===== config.mk =====
export PLATFORM = sky130hd
export DESIGN_NAME = moving_average
export DESIGN_NICKNAME = d
export VERILOG_FILES = /design/src/rtl/cell_pkg.sv /design/src/rtl/sample_ring.sv /design/src/rtl/moving_average.sv
export SDC_FILE = /design/constraint.sdc
export NUM_CORES = 1
export LEC_CHECK = 0
export CAP_MARGIN = 40
export CORE_AREA = 2 2 275 277
export CTS_CLUSTER_DIAMETER = 40
export DETAILED_ROUTE_END_ITERATION = 10
export DIE_AREA = 0 0 277 279
export PLACE_DENSITY_LB_ADDON = 0.2
export SLEW_MARGIN = 20
export SYNTH_ARGS = -nofsm -noshare
export SYNTH_HDL_FRONTEND = slang
export SYNTH_HIERARCHICAL = 1
export SYNTH_SLANG_ARGS = --single-unit

===== constraint.sdc =====
create_clock -name clk -period 20.7 [get_ports clk]
set_input_delay 2.07 -clock clk [delete_from_list [all_inputs] [get_ports clk]]
set_output_delay 2.07 -clock clk [all_outputs]
set_load 0.01 [all_outputs]

===== src/rtl/cell_pkg.sv =====
// Shared constants for the cell elements: default word MSB and running-sum width.
package cell_pkg;

    localparam int unsigned CELL_MSB = 31;

    // One extra bit beyond sample + depth growth keeps the signed sum overflow-free.
    function automatic int unsigned sum_width(input int unsigned msb, input int unsigned depth_log2);
        return msb + 1 + depth_log2 + 1;
    endfunction

endpackage


===== src/rtl/sample_ring.sv =====
// Sample history ring: one synchronous write port, one combinational read port, no reset.
module sample_ring
    import cell_pkg::*;
#(
    parameter int unsigned MSB        = CELL_MSB,
    parameter int unsigned DEPTH_LOG2 = 4
) (
    input  logic                  clk,
    input  logic                  we_i,
    input  logic [DEPTH_LOG2-1:0] waddr_i,
    input  logic [MSB:0]          wdata_i,
    input  logic [DEPTH_LOG2-1:0] raddr_i,
    output logic [MSB:0]          rdata_o
);

    logic [MSB:0] mem_q [2**DEPTH_LOG2];

    always_ff @(posedge clk) begin
        if (we_i) begin
            mem_q[waddr_i] <= wdata_i;
        end
    end

    assign rdata_o = mem_q[raddr_i];

endmodule


===== src/rtl/moving_average.sv =====
// Windowed running mean over the last 2^k samples, 1-cycle latency.
// Define MOVING_AVERAGE_FILL_GATE_EN to suppress outputs until the window is full.
module moving_average
    import cell_pkg::*;
#(
    parameter int unsigned MSB              = CELL_MSB,
    parameter int unsigned DEPTH_LOG2       = 4,
    parameter int unsigned DEFAULT_WIN_LOG2 = 2
) (
    input  logic         clk,
    input  logic         rst,
    input  logic [MSB:0] data_in,
    input  logic         data_en,
    input  logic [MSB:0] param_in,
    input  logic         param_en,
    output logic [MSB:0] data_out,
    output logic         data_en_out,
    output logic         full
);

    localparam int unsigned SUMW = sum_width(MSB, DEPTH_LOG2);
    localparam int unsigned KW   = DEPTH_LOG2 + 1;

    logic [KW-1:0]          k_q, k_d, k_new, win;
    logic [KW-1:0]          fill_q, fill_d;
    logic [DEPTH_LOG2-1:0]  wr_ptr_q, wr_ptr_d, rd_ptr;
    logic signed [SUMW-1:0] sum_q, sum_d, din_ext, old_ext, shifted;
    logic [MSB:0]           data_out_q, data_out_d, old_sample;
    logic                   en_out_q, en_out_d, accept, window_full;
    logic                   unused_bits;

    sample_ring #(
        .MSB        (MSB),
        .DEPTH_LOG2 (DEPTH_LOG2)
    ) u_ring (
        .clk     (clk),
        .we_i    (accept),
        .waddr_i (wr_ptr_q),
        .wdata_i (data_in),
        .raddr_i (rd_ptr),
        .rdata_o (old_sample)
    );

    always_comb begin
        k_new       = (param_in[KW-1:0] > KW'(DEPTH_LOG2)) ? KW'(DEPTH_LOG2) : param_in[KW-1:0];
        win         = KW'(1) << k_q;
        // For k = DEPTH_LOG2 the window bit falls outside the pointer, so rd_ptr == wr_ptr_q.
        rd_ptr      = wr_ptr_q - win[DEPTH_LOG2-1:0];
        window_full = (fill_q >= win);
        accept      = data_en && !param_en;
        din_ext     = {{(SUMW-MSB-1){data_in[MSB]}}, data_in};
        old_ext     = {{(SUMW-MSB-1){old_sample[MSB]}}, old_sample};

        k_d        = k_q;
        fill_d     = fill_q;
        wr_ptr_d   = wr_ptr_q;
        sum_d      = sum_q;
        data_out_d = data_out_q;
        en_out_d   = 1'b0;
        shifted    = sum_q >>> k_q;

        if (param_en) begin
            k_d      = k_new;
            fill_d   = '0;
            wr_ptr_d = '0;
            sum_d    = '0;
        end else if (data_en) begin
            wr_ptr_d = wr_ptr_q + DEPTH_LOG2'(1);
            if (window_full) begin
                sum_d = sum_q + din_ext - old_ext;
            end else begin
                sum_d = sum_q + din_ext;
                if (fill_q < KW'(2**DEPTH_LOG2)) begin
                    fill_d = fill_q + KW'(1);
                end
            end
            shifted    = sum_d >>> k_q;
            data_out_d = shifted[MSB:0];
`ifdef MOVING_AVERAGE_FILL_GATE_EN
            en_out_d   = (fill_d >= win);
`else
            en_out_d   = 1'b1;
`endif
        end
    end

    always_ff @(posedge clk or posedge rst) begin
        if (rst) begin
            k_q        <= KW'(DEFAULT_WIN_LOG2);
            fill_q     <= '0;
            wr_ptr_q   <= '0;
            sum_q      <= '0;
            data_out_q <= '0;
            en_out_q   <= 1'b0;
        end else begin
            k_q        <= k_d;
            fill_q     <= fill_d;
            wr_ptr_q   <= wr_ptr_d;
            sum_q      <= sum_d;
            data_out_q <= data_out_d;
            en_out_q   <= en_out_d;
        end
    end

    assign data_out    = data_out_q;
    assign data_en_out = en_out_q;
    assign full        = window_full;

    assign unused_bits = ^{shifted[SUMW-1:MSB+1], param_in[MSB:KW]};

endmodule


==> metrics.cfg <==
[run_status]
status = complete, no violations

[worst_setup_path]
worstRegToRegCells = 25
reg2reg_slack_ns = 11.11
worstReg2RegStart = k_q[2]$_DFFE_PP0P_
worst_setup_path_end_kind = flop
worst-endpoint-arrival_ns = 10.07
worst-path-max-fanout = 55
path_common_cell = buf_4
critical-path-slowest-cell = a2111oi_1
timing.setup.critical_path_class = flop to flop
critical_path_launch_point_type = flop
timing.rr.end = data_out[18]$_DFFE_PP0P_
critPathMaxStageDelay_ns = 0.81
worstPathRequired_ns = 21.18

[floorplanning]
die_h_um = 279
design.die.area_mm2 = 0.0773
die_w_um = 277
core_area_mm2 = 0.0741
core.rowCount = 100
initial_core_util = 0.419
pin_count = 102

[global_routing]
antenna_found_initial = 0
global_route_wire_length_before_repair_mm = 136
grt.total_usage = 0.233
first_global_vias = 20900
grt_start_max_net_pins = 68
overflow = 0

[timing]
final_tns_setup_ns = 0
rsz0062_at_grt = no
layout_min_cycle_time_ns = 9.59
timing.final.max_slew_violations = 0
period_share = 0.463
slew_headroom = 0.397
timing.fmax_ghz = 0.104
hold_viol_final = 0
finalWorstSetupSlack_ns = 11.11
worst_clock_skew_ns = 0.0345
setup-violations-final = 0
max_slew.worst_pin.slew_ns = 0.899

[synth]
synth.largest_area_cell = edfxtp_1
yosys-mux-area-fraction = 0.131
combinational_family_with_the_most_area_after_synthesis = compound AO/OA/AOI/OAI gates
post-synth-top-count-cell = edfxtp_1
synth.lib_cells_used.distinct = 107
postSynthNetCount = 2493
most_frequently_used_flop_master_after_synthesis = edfxtp_1
syn-mean-instance-area_um2 = 13.3
synth_top_area_share = 0.495
yosysSeqAreaShare = 0.563
async_flop_share = 0.141
netlist_instances = 2340
synth_enable_flop_cells = 512
synth.top_cells.by_area = edfxtp_1, mux4_2, dfrtp_1
synth-simple-area-share = 0.0855
ys_top_cells_by_count = edfxtp_1, nor2_1, nand2_1
synthesized_area_fraction_occupied_by_ao_oa_aoi_and_oai_cells = 0.138
synth-adder-area-share = 0.0350
synth_area_in_xor_xnor = 0.0175
yosys_register_bits = 596
netlist_area_mm2 = 0.0310
yosysWarnings = 6

[route]
num_vias = 21100
viasPerCell = 6.14
dr.first_iter.drc_count = 1966
drt-pass1-iter-count = 8
routed_wire_length_per_instance_um = 26.0
drc = 0
drt.antenna.violating_nets = 0
routed_wirelength_mm = 89.5

[layout]
nNetsFinal = 2554
area_growth_synth_to_finish_pct = 15.1
layout-drive-gt1-share = 0.171
diodes = 0
finalCoreUtilization = 0.482

[placed_design]
hpwlAfterDp_mm = 59.2
io_buffer_count = 74
dpl_worst_slack_ns = 11.10
place.gp.congestion = 0.948

[power]
ir_worst_vdd_mv = 0.0628
leakage_nw = 12.4
power.net_switching_mw = 1.71
internal-power_mw = 2.94
share_seq_of_total_power = 0.298
power.clock.fraction = 0.311
netSwitchingFraction = 0.368
power_density_cells_mw_per_mm2 = 130
portion_of_total_power_attributed_to_combinational_logic = 0.391

[clock_network]
cts_buffer_depth = 3
insertion_delay_ns = 0.64
reg_clk_slew_reported_paths_ns = 0.05
cts-buffers-inserted = 86
post_cts_hold_buffer_count = 0
clock_tree.htree_level_count = 3
post-cts-setup-buffers = 0
cts_resized = 0
clockRootBuffer = clkbuf_16
clock-sinks = 596
cts_tree = built

[hold_path]
min_path_cells = 2
hp-class = flop to flop
min-delay-start = data_out[25]$_DFFE_PP0P_
endpoint_of_the_worst_hold_timing_path = data_out[25]$_DFFE_PP0P_

[flow_run]
cap_viol_max_count = 0

## layout by cell type (no fill, tap or decap), drive strengths merged, types with 8 or more instances in the layout
| cell type | netlist | final |
|---|---|---|
| ha | 82 | 82 |
| a211oi | 66 | 66 |
| and2 | 28 | 28 |
| a21boi | 9 | 9 |
| nand2 | 165 | 165 |
| buf | 70 | 51 |
| inv | 63 | 81 |
| or4 | 8 | 8 |
| dfrtp | 83 | 83 |
| clkinv | 2 | 32 |
| bufinv | 0 | 9 |
| nor2 | 183 | 183 |
| nor3 | 40 | 40 |
| or3 | 8 | 8 |
| mux4 | 154 | 154 |
| a31oi | 29 | 29 |
| o21ai | 101 | 101 |
| o22ai | 13 | 13 |
| nand2b | 12 | 12 |
| nand4 | 35 | 35 |
| clkdlybuf4s50 | 0 | 72 |
| and3 | 13 | 13 |
| edfxtp | 512 | 512 |
| xnor2 | 34 | 34 |
| xor2 | 27 | 27 |
| a211o | 10 | 10 |
| mux2i | 49 | 49 |
| a22oi | 73 | 73 |
| o31ai | 8 | 8 |
| clkbuf | 80 | 97 |
| nor2b | 8 | 8 |
| nor4 | 11 | 11 |
| nand3 | 36 | 36 |
| o211ai | 30 | 30 |
| a21o | 26 | 26 |
| o21a | 19 | 19 |
| mux2 | 9 | 9 |
| a21oi | 118 | 118 |
## flip-flops by register name, indices dropped and copies added, names as in the netlist
register      count
u_ring/mem_q    512
sum_q            37
data_en_out       1
data_out         32
k_q               5
wr_ptr_q          4
fill_q            5
## worst max path at each step
| stage | to | start | cells after the start |
|---|---|---|---|
| finish | data_out[18]$_DFFE_PP0P_ | k_q[2]$_DFFE_PP0P_ | 25 |
| global route | data_out[18]$_DFFE_PP0P_ | k_q[2]$_DFFE_PP0P_ | 25 |
| CTS | data_out[18]$_DFFE_PP0P_ | k_q[2]$_DFFE_PP0P_ | 25 |
| detailed placement | data_out[18]$_DFFE_PP0P_ | k_q[2]$_DFFE_PP0P_ | 25 |
| global placement | data_out[18]$_DFFE_PP0P_ | k_q[2]$_DFFE_PP0P_ | 24 |
| floorplan | data_out[23]$_DFFE_PP0P_ | data_in[9] | 20 |
## critical path: cells and delay by family (launching register included)
family          cells  cell delay (ns)
flops               1             0.36
fa+ha+maj           2             0.77
compound gates      4             1.51
buf+inv             8             2.77
mux                 2             0.80
simple gates        9             3.08
## layout make-up
| type | count | area [um2] |
|---|---|---|
| Clock buffer | 97 | 2200 |
| Timing Repair Buffer | 123 | 1140 |
| Inverter | 65 | 256 |
| Tap cell | 969 | 1210 |
| Clock inverter | 62 | 663 |
| Sequential cell | 596 | 17500 |
| Multi-Input combinational cell | 1529 | 12800 |
| Fill cell | 6474 | 38300 |
## logic make-up after synthesis
| kind of cell | count (synthesis) |
|---|---|
| XOR/XNOR | 61 |
| AND/OR/NAND/NOR | 567 |
| flip-flops | 596 |
| adder cells (fa/ha/maj) | 85 |
| AO/OA/AOI/OAI | 604 |
| buffers and inverters | 215 |
| multiplexers | 212 |
## power groups by stage
stage,Combinational [mW],Clock (mW),Sequential [mW]
after floorplan,1.24,0,1.42
after global placement,1.78,0,1.41
after detailed placement,1.79,0,1.41
after CTS,1.80,1.48,1.39
after global routing,1.97,1.53,1.40
final,1.82,1.45,1.39
## routing by layer
layer  track usage  vias up  part of all wire
met4        0.0719        0             0.026
met2         0.380      656              0.48
met3        0.0295      136             0.052
li1              -     9447                 -
met5             0        -                 0
met1         0.328    10900              0.45
## through the flow
step,instance area [um2],total power [mW],hold WS (ns),cells
after floorplan,31000,2.66,0.488,2340
after global placement,32800,3.19,0.474,3275
after detailed placement,32800,3.20,0.474,3278
after CTS,35700,4.67,0.484,3437
after global routing,35700,4.90,0.516,3441
final,35700,4.66,0.477,3441
Note: power is estimated with default switching activity, not from simulation.
